## config.mk

```make
export PLATFORM = sky130hd
export DESIGN_NAME = receiver
export DESIGN_NICKNAME = d
export VERILOG_FILES = /design/src/rtl/receiver.sv
export SDC_FILE = /design/constraint.sdc
export NUM_CORES = 1
export LEC_CHECK = 0
export ABC_AREA = 0
export CORE_MARGIN = 4
export CORE_UTILIZATION = 60
export CTS_CLUSTER_SIZE = 40
export DETAILED_ROUTE_END_ITERATION = 16
export DONT_BUFFER_PORTS = 1
export PLACE_DENSITY = 0.78
export SLEW_MARGIN = 40
export SYNTH_ARGS = -nofsm -noshare
export SYNTH_HDL_FRONTEND = slang
export SYNTH_SLANG_ARGS = --single-unit
```

## constraint.sdc

```tcl
create_clock -name clk -period 2.3 [get_ports clk]
set_input_delay 0.115 -clock clk [delete_from_list [all_inputs] [get_ports clk]]
set_output_delay 0.115 -clock clk [all_outputs]
set_load 0.03 [all_outputs]
```

## src/rtl/receiver.sv

```systemverilog
// receiver: 8N1 UART receiver with 2-flop input synchronizer.
// Frame: 1 start bit (0), 8 data bits LSB first, stop bit (1).
// SIGNAL_DURATION is clock cycles per bit minus one.
// Optional build macro RX_MAJORITY_VOTE_EN: when defined, each bit is the
// 2-of-3 majority of the synchronized line around the nominal sample point,
// decided one cycle after it; otherwise a single sample is taken.
module receiver #(
    parameter int unsigned SIGNAL_DURATION = 289
) (
    input  logic       clk,
    input  logic       rst,
    input  logic       RxD,
    output logic [7:0] RxD_data,
    output logic       data_ready,
    output logic       framing_error,
    output logic       busy
);
    localparam int unsigned BYTE = 8;
    localparam int unsigned HALF = SIGNAL_DURATION / 2;
    localparam int unsigned CW   = $clog2(SIGNAL_DURATION + 1);

    localparam logic [CW-1:0] HALF_C = CW'(HALF);
    localparam logic [CW-1:0] FULL_C = CW'(SIGNAL_DURATION);
    localparam logic [2:0]    LAST_C = 3'(BYTE - 1);

    typedef enum logic [1:0] {IDLE, START, DATA, STOP} state_t;

    state_t          state_q, state_d;
    logic [CW-1:0]   cnt_q, cnt_d;
    logic [2:0]      bit_idx_q, bit_idx_d;
    logic [7:0]      shift_q, shift_d;
    logic [7:0]      data_q, data_d;
    logic            dr_q, dr_d;
    logic            fe_q, fe_d;
    logic            busy_q, busy_d;
    logic            sync1_q, sync1_d;
    logic            sync2_q, sync2_d;
    logic            rxs_prev_q, rxs_prev_d;
`ifdef RX_MAJORITY_VOTE_EN
    logic            vote_a_q, vote_a_d;
    logic            vote_b_q, vote_b_d;
    logic            vote_pend_q, vote_pend_d;
`endif

    logic            rxs;
    logic            fall;
    logic            sample_now;
    logic            decide;
    logic            bit_val;
    logic [CW-1:0]   target;

    assign rxs  = sync2_q;
    assign fall = rxs_prev_q & ~rxs;

    // Sample-point timing and bit decision (single sample or delayed 2-of-3 vote)
    always_comb begin
        target     = (state_q == START) ? HALF_C : FULL_C;
        sample_now = (state_q != IDLE) && (cnt_q == target);
`ifdef RX_MAJORITY_VOTE_EN
        // Counter is still cleared at the nominal point; the decision lags by one cycle
        decide     = vote_pend_q;
        bit_val    = (vote_a_q & vote_b_q) | (vote_a_q & rxs) | (vote_b_q & rxs);
        vote_a_d   = rxs_prev_q;
        vote_b_d   = rxs;
        vote_pend_d = sample_now;
`else
        decide     = sample_now;
        bit_val    = rxs;
`endif
    end

    // Next-state logic for the frame FSM, counters and outputs
    always_comb begin
        state_d    = state_q;
        cnt_d      = cnt_q;
        bit_idx_d  = bit_idx_q;
        shift_d    = shift_q;
        data_d     = data_q;
        dr_d       = 1'b0;
        fe_d       = 1'b0;
        sync1_d    = RxD;
        sync2_d    = sync1_q;
        rxs_prev_d = rxs;

        if (state_q != IDLE) begin
            cnt_d = sample_now ? '0 : cnt_q + CW'(1);
        end

        case (state_q)
            IDLE: begin
                cnt_d = '0;
                if (fall) begin
                    state_d   = START;
                    bit_idx_d = '0;
                end
            end
            START: begin
                if (decide) begin
                    state_d   = bit_val ? IDLE : DATA;
                    bit_idx_d = '0;
                end
            end
            DATA: begin
                if (decide) begin
                    shift_d   = {bit_val, shift_q[7:1]};
                    bit_idx_d = bit_idx_q + 3'd1;
                    if (bit_idx_q == LAST_C) begin
                        state_d   = STOP;
                        bit_idx_d = '0;
                    end
                end
            end
            STOP: begin
                if (decide) begin
                    state_d = IDLE;
                    if (bit_val) begin
                        data_d = shift_q;
                        dr_d   = 1'b1;
                    end else begin
                        fe_d   = 1'b1;
                    end
                end
            end
            default: state_d = IDLE;
        endcase

        busy_d = (state_d != IDLE);
    end

    // State registers with synchronous active-high reset
    always_ff @(posedge clk) begin
        if (rst) begin
            state_q    <= IDLE;
            cnt_q      <= '0;
            bit_idx_q  <= '0;
            shift_q    <= '0;
            data_q     <= '0;
            dr_q       <= 1'b0;
            fe_q       <= 1'b0;
            busy_q     <= 1'b0;
            sync1_q    <= 1'b1;
            sync2_q    <= 1'b1;
            rxs_prev_q <= 1'b1;
`ifdef RX_MAJORITY_VOTE_EN
            vote_a_q    <= 1'b1;
            vote_b_q    <= 1'b1;
            vote_pend_q <= 1'b0;
`endif
        end else begin
            state_q    <= state_d;
            cnt_q      <= cnt_d;
            bit_idx_q  <= bit_idx_d;
            shift_q    <= shift_d;
            data_q     <= data_d;
            dr_q       <= dr_d;
            fe_q       <= fe_d;
            busy_q     <= busy_d;
            sync1_q    <= sync1_d;
            sync2_q    <= sync2_d;
            rxs_prev_q <= rxs_prev_d;
`ifdef RX_MAJORITY_VOTE_EN
            vote_a_q    <= vote_a_d;
            vote_b_q    <= vote_b_d;
            vote_pend_q <= vote_pend_d;
`endif
        end
    end

    assign RxD_data      = data_q;
    assign data_ready    = dr_q;
    assign framing_error = fe_q;
    assign busy          = busy_q;

endmodule

```

==> results.md <==
* Status: complete, no violations
* Reg2reg start: cnt_q[1]$_SDFFE_PP0N_
* Post-synthesis mux area share at 0.121
* Post-CTS Setup Bufs at 0
* Post-Route WL at between 2 and 3 mm
* Vias/cell at a little under 6
* Largest fanout on the critical path at 6
* ANT nets after route at 0
* Achievable Freq at 566 MHz
* Area after DPL at about 0.0015 mm2
* Mapped Nets at 161
* Post-Syn Area at 0.00149 mm2
* Synth Area in XOR/XNOR at 0.0354
* CP Class: flip-flop to flip-flop
* Final Hold Fails at 0
* Clock sinks at 36
* Worst-Margin Slew at between 0.6 and 0.7 ns
* Fin crit period at ~1.8 ns
* Netlist cell types at 36
* Layout Cells excl Fill at 187
* Crit path launch: cnt_q[1]$_SDFFE_PP0N_
* GPL Wtd Cong at 0.854
* Via count at between 1000 and 1500
* Highest routed metal layer: met4
* Largest net degree at the start of global routing at 24
* I/O pin total at 14
* CTS tree: yes
* Setup Viol. Count Final at 0
* H-tree level count at 2
* Maxcap violations at 0
* DR DRC count at 0
* LEAKAGE at 0.000609 uW
* Global-route wire length before repair at roughly 4.7 mm
* Compound-Gate Fraction of Synth Area at 0.0505
* VDD IR max at 576 uV
* Layout cells sized above 1 at 0.0755
* Setup TNS at 0 ns
* Hold path depth at 2
* Clk Latency, worst-skew pair at ~0.34 ns
* Core area at 0.00228 mm2
* RR Endpoint: RxD_data[0]$_SDFFE_PP0P_
* Synthesis Warnings at 0
* Post-CTS Resized at 0
* DR pass1 iterations at 4
* Diode count at 0
* Pins Over Slew Limit at 0
* Worst Skew at 0.00774 ns
* Worst hold-check path type: input port to flip-flop
* Adder-cell share of the synthesized area at 0.0253
* R2r setup slk at 0.53 ns
* Die area at 0.00334 mm2
* Port bufs at 0
* Type of origin of the critical path: flip-flop
* Cells on worst reg2reg path at 4
* Synth Register Bits at 36
* DR iter-0 viols at 27
* Maximum clock path buffer count at 2
* Post-synth EDFFs at 0
* Synth async-reset ratio at 0
* Met3 wire length at roughly 120 um
* Largest family of logic cells by synthesized area: simple AND/OR/NAND/NOR gates
* Design area at 0.00157 mm2
* Grt total ovfl at 0
* WL met1 at about 1.3 mm
* Critical path required time at 2.56 ns
* GRT Total Usage at 0.180
* Final HPWL DP at 1.92 mm
* Post-synthesis cell count at 155
* Number of fill cells at 176
* Slew headroom at 0.579
* Critical path arrival at 2.03 ns
* Area grow syn2layout at 5.56%
* Clk pin slew, worst setup/hold paths at 0.11 ns
* CTS buffer count at 5
* Placed Cells incl. Taps at 176
* Multi-input logic area at 721 um2
* Row Count at 17
* Worst Hold End: state_q[1]$_SDFF_PP0_
* Seq/Total Area, Yosys at 0.485
* Initial antenna violation count at 0
* DR WL met2 at 1.26 mm
* Initial core utilization at 0.653
* Top_reg_cell synth: dfxtp_1
* Setup crit end kind: flip-flop
* Synth Area in Simple Gates at 0.253
* RSZ-0062 raised after global routing: false
* CTS Root Cell: clkbuf_4
* Chip width at ~58 um
* Final Net Count at about 160
* Fin crit share at 0.769
* Mean area per synthesized cell at roughly 9.6 um2
* CTS Hold Buffers Added at 2
* Die height at 57.8 um
* Register area at 721 um2
* HP Start: rst
* Pwr dens at 634 mW/mm2
* Vias in the first global route at between 900 and 1000
* Post-DR wirelength/cell at around 15 um
-- cell usage in the layout, fill, tap and decap left out, types with 2 or more instances in the layout --
cell type      netlist  final
a31oi_1              2      2
and3_1               2      2
clkbuf_4             0      5
dfxtp_1             36     36
dlygate4sd3_1        0      3
ha_1                 3      3
mux2i_1             18     18
nand2_1             22     22
nand2b_1             3      3
nand3_1             10     10
nand4_1              2      2
nand4b_1             2      2
nor2_1              13     13
nor2b_1              3      3
nor3_1               3      3
nor4_1               2      2
o21ai_0              4      4
or2_2                3      3
xnor2_1              5      5
-- critical path, stage by stage (launching register included) --
cell     delay [ns]
dfxtp_1        0.38
nor4_4         0.33
and4b_1        0.36
and4_1         0.40
mux2i_1        0.22
-- layout make-up --
class | count | area share
clock buffer | 6 | 0.0263
clock inverter | 2 | 0.0104
inverter | 1 | 0.00239
multi-input combinational | 111 | 0.460
sequential | 36 | 0.460
tap | 28 | 0.0223
timing repair buffer | 3 | 0.0192
-- flip-flops by register name, summed over array words and instances (netlist names), 2 cells and up --
signal and flops:
state_q 2, shift_q 8, bit_idx_q 3, RxD_data 8, cnt_q 9
-- power breakdown --
part	switching (uW)	internal, uW	leakage (uW)	total [uW]
Combinational	14.9	8.64	0.000290	23.5
Sequential	6.94	628	0.000291	635
Clock	213	122	0.0000284	335
-- metal layers --
metal / up-vias / GRT usage
met5: - / 0
met4: 0 / 0.0596
met3: 4 / 0.0757
met2: 18 / 0.269
met1: 507 / 0.234
li1: 551 / -
-- kinds of logic after synthesis --
kind of cell,Yosys count
XOR/XNOR,6
AND/OR/NAND/NOR,72
flip-flops,36
adder cells (fa/ha/maj),3
multiplexers,18
buffers and inverters,8
AO/OA/AOI/OAI,12
-- worst max path at each step --
stage                               end  slack [ns]  cells past startpoint
2_1_floorplan  RxD_data[2]$_SDFFE_PP0P_        0.80                      6
3_3_place_gp   RxD_data[0]$_SDFFE_PP0P_        0.64                      4
3_5_place_dp   RxD_data[4]$_SDFFE_PP0P_        0.57                      4
4_1_cts        RxD_data[0]$_SDFFE_PP0P_        0.55                      4
5_1_grt        RxD_data[2]$_SDFFE_PP0P_        0.42                      4
6_report       RxD_data[0]$_SDFFE_PP0P_        0.53                      4
-- synthesized netlist by cell type, drive strengths merged (2+ instances only) --
| master | number | area, um2 |
|---|---|---|
| clkbuf | 3 | 11.3 |
| xnor2 | 5 | 43.8 |
| ha | 3 | 37.5 |
| buf | 4 | 28.8 |
| nor2b | 3 | 18.8 |
| nand2 | 23 | 88.8 |
| nor4 | 3 | 33.8 |
| dfxtp | 36 | 721 |
| and3 | 2 | 12.5 |
| or2 | 3 | 18.8 |
| nor3 | 3 | 15.0 |
| nand4 | 2 | 12.5 |
| a31oi | 2 | 12.5 |
| nand2b | 3 | 18.8 |
| nand3 | 10 | 50.1 |
| mux2i | 18 | 180 |
| nor2 | 13 | 48.8 |
| nand4b | 2 | 17.5 |
| o21ai | 5 | 25.0 |
-- per-stage QoR --
stage / power [uW] / hold WS (ns) / setup WS (ns) / utilization
floorplan: 665 / 0.219 / 0.801 / -
global placement: 666 / 0.189 / 0.644 / 0.650
detailed placement: 666 / 0.193 / 0.565 / 0.650
CTS: 996 / 0.0126 / 0.545 / 0.684
global route: 1030 / 0.0565 / 0.419 / 0.689
finish: 993 / 0.0580 / 0.532 / 0.689
(Power assumes the default switching activity.)
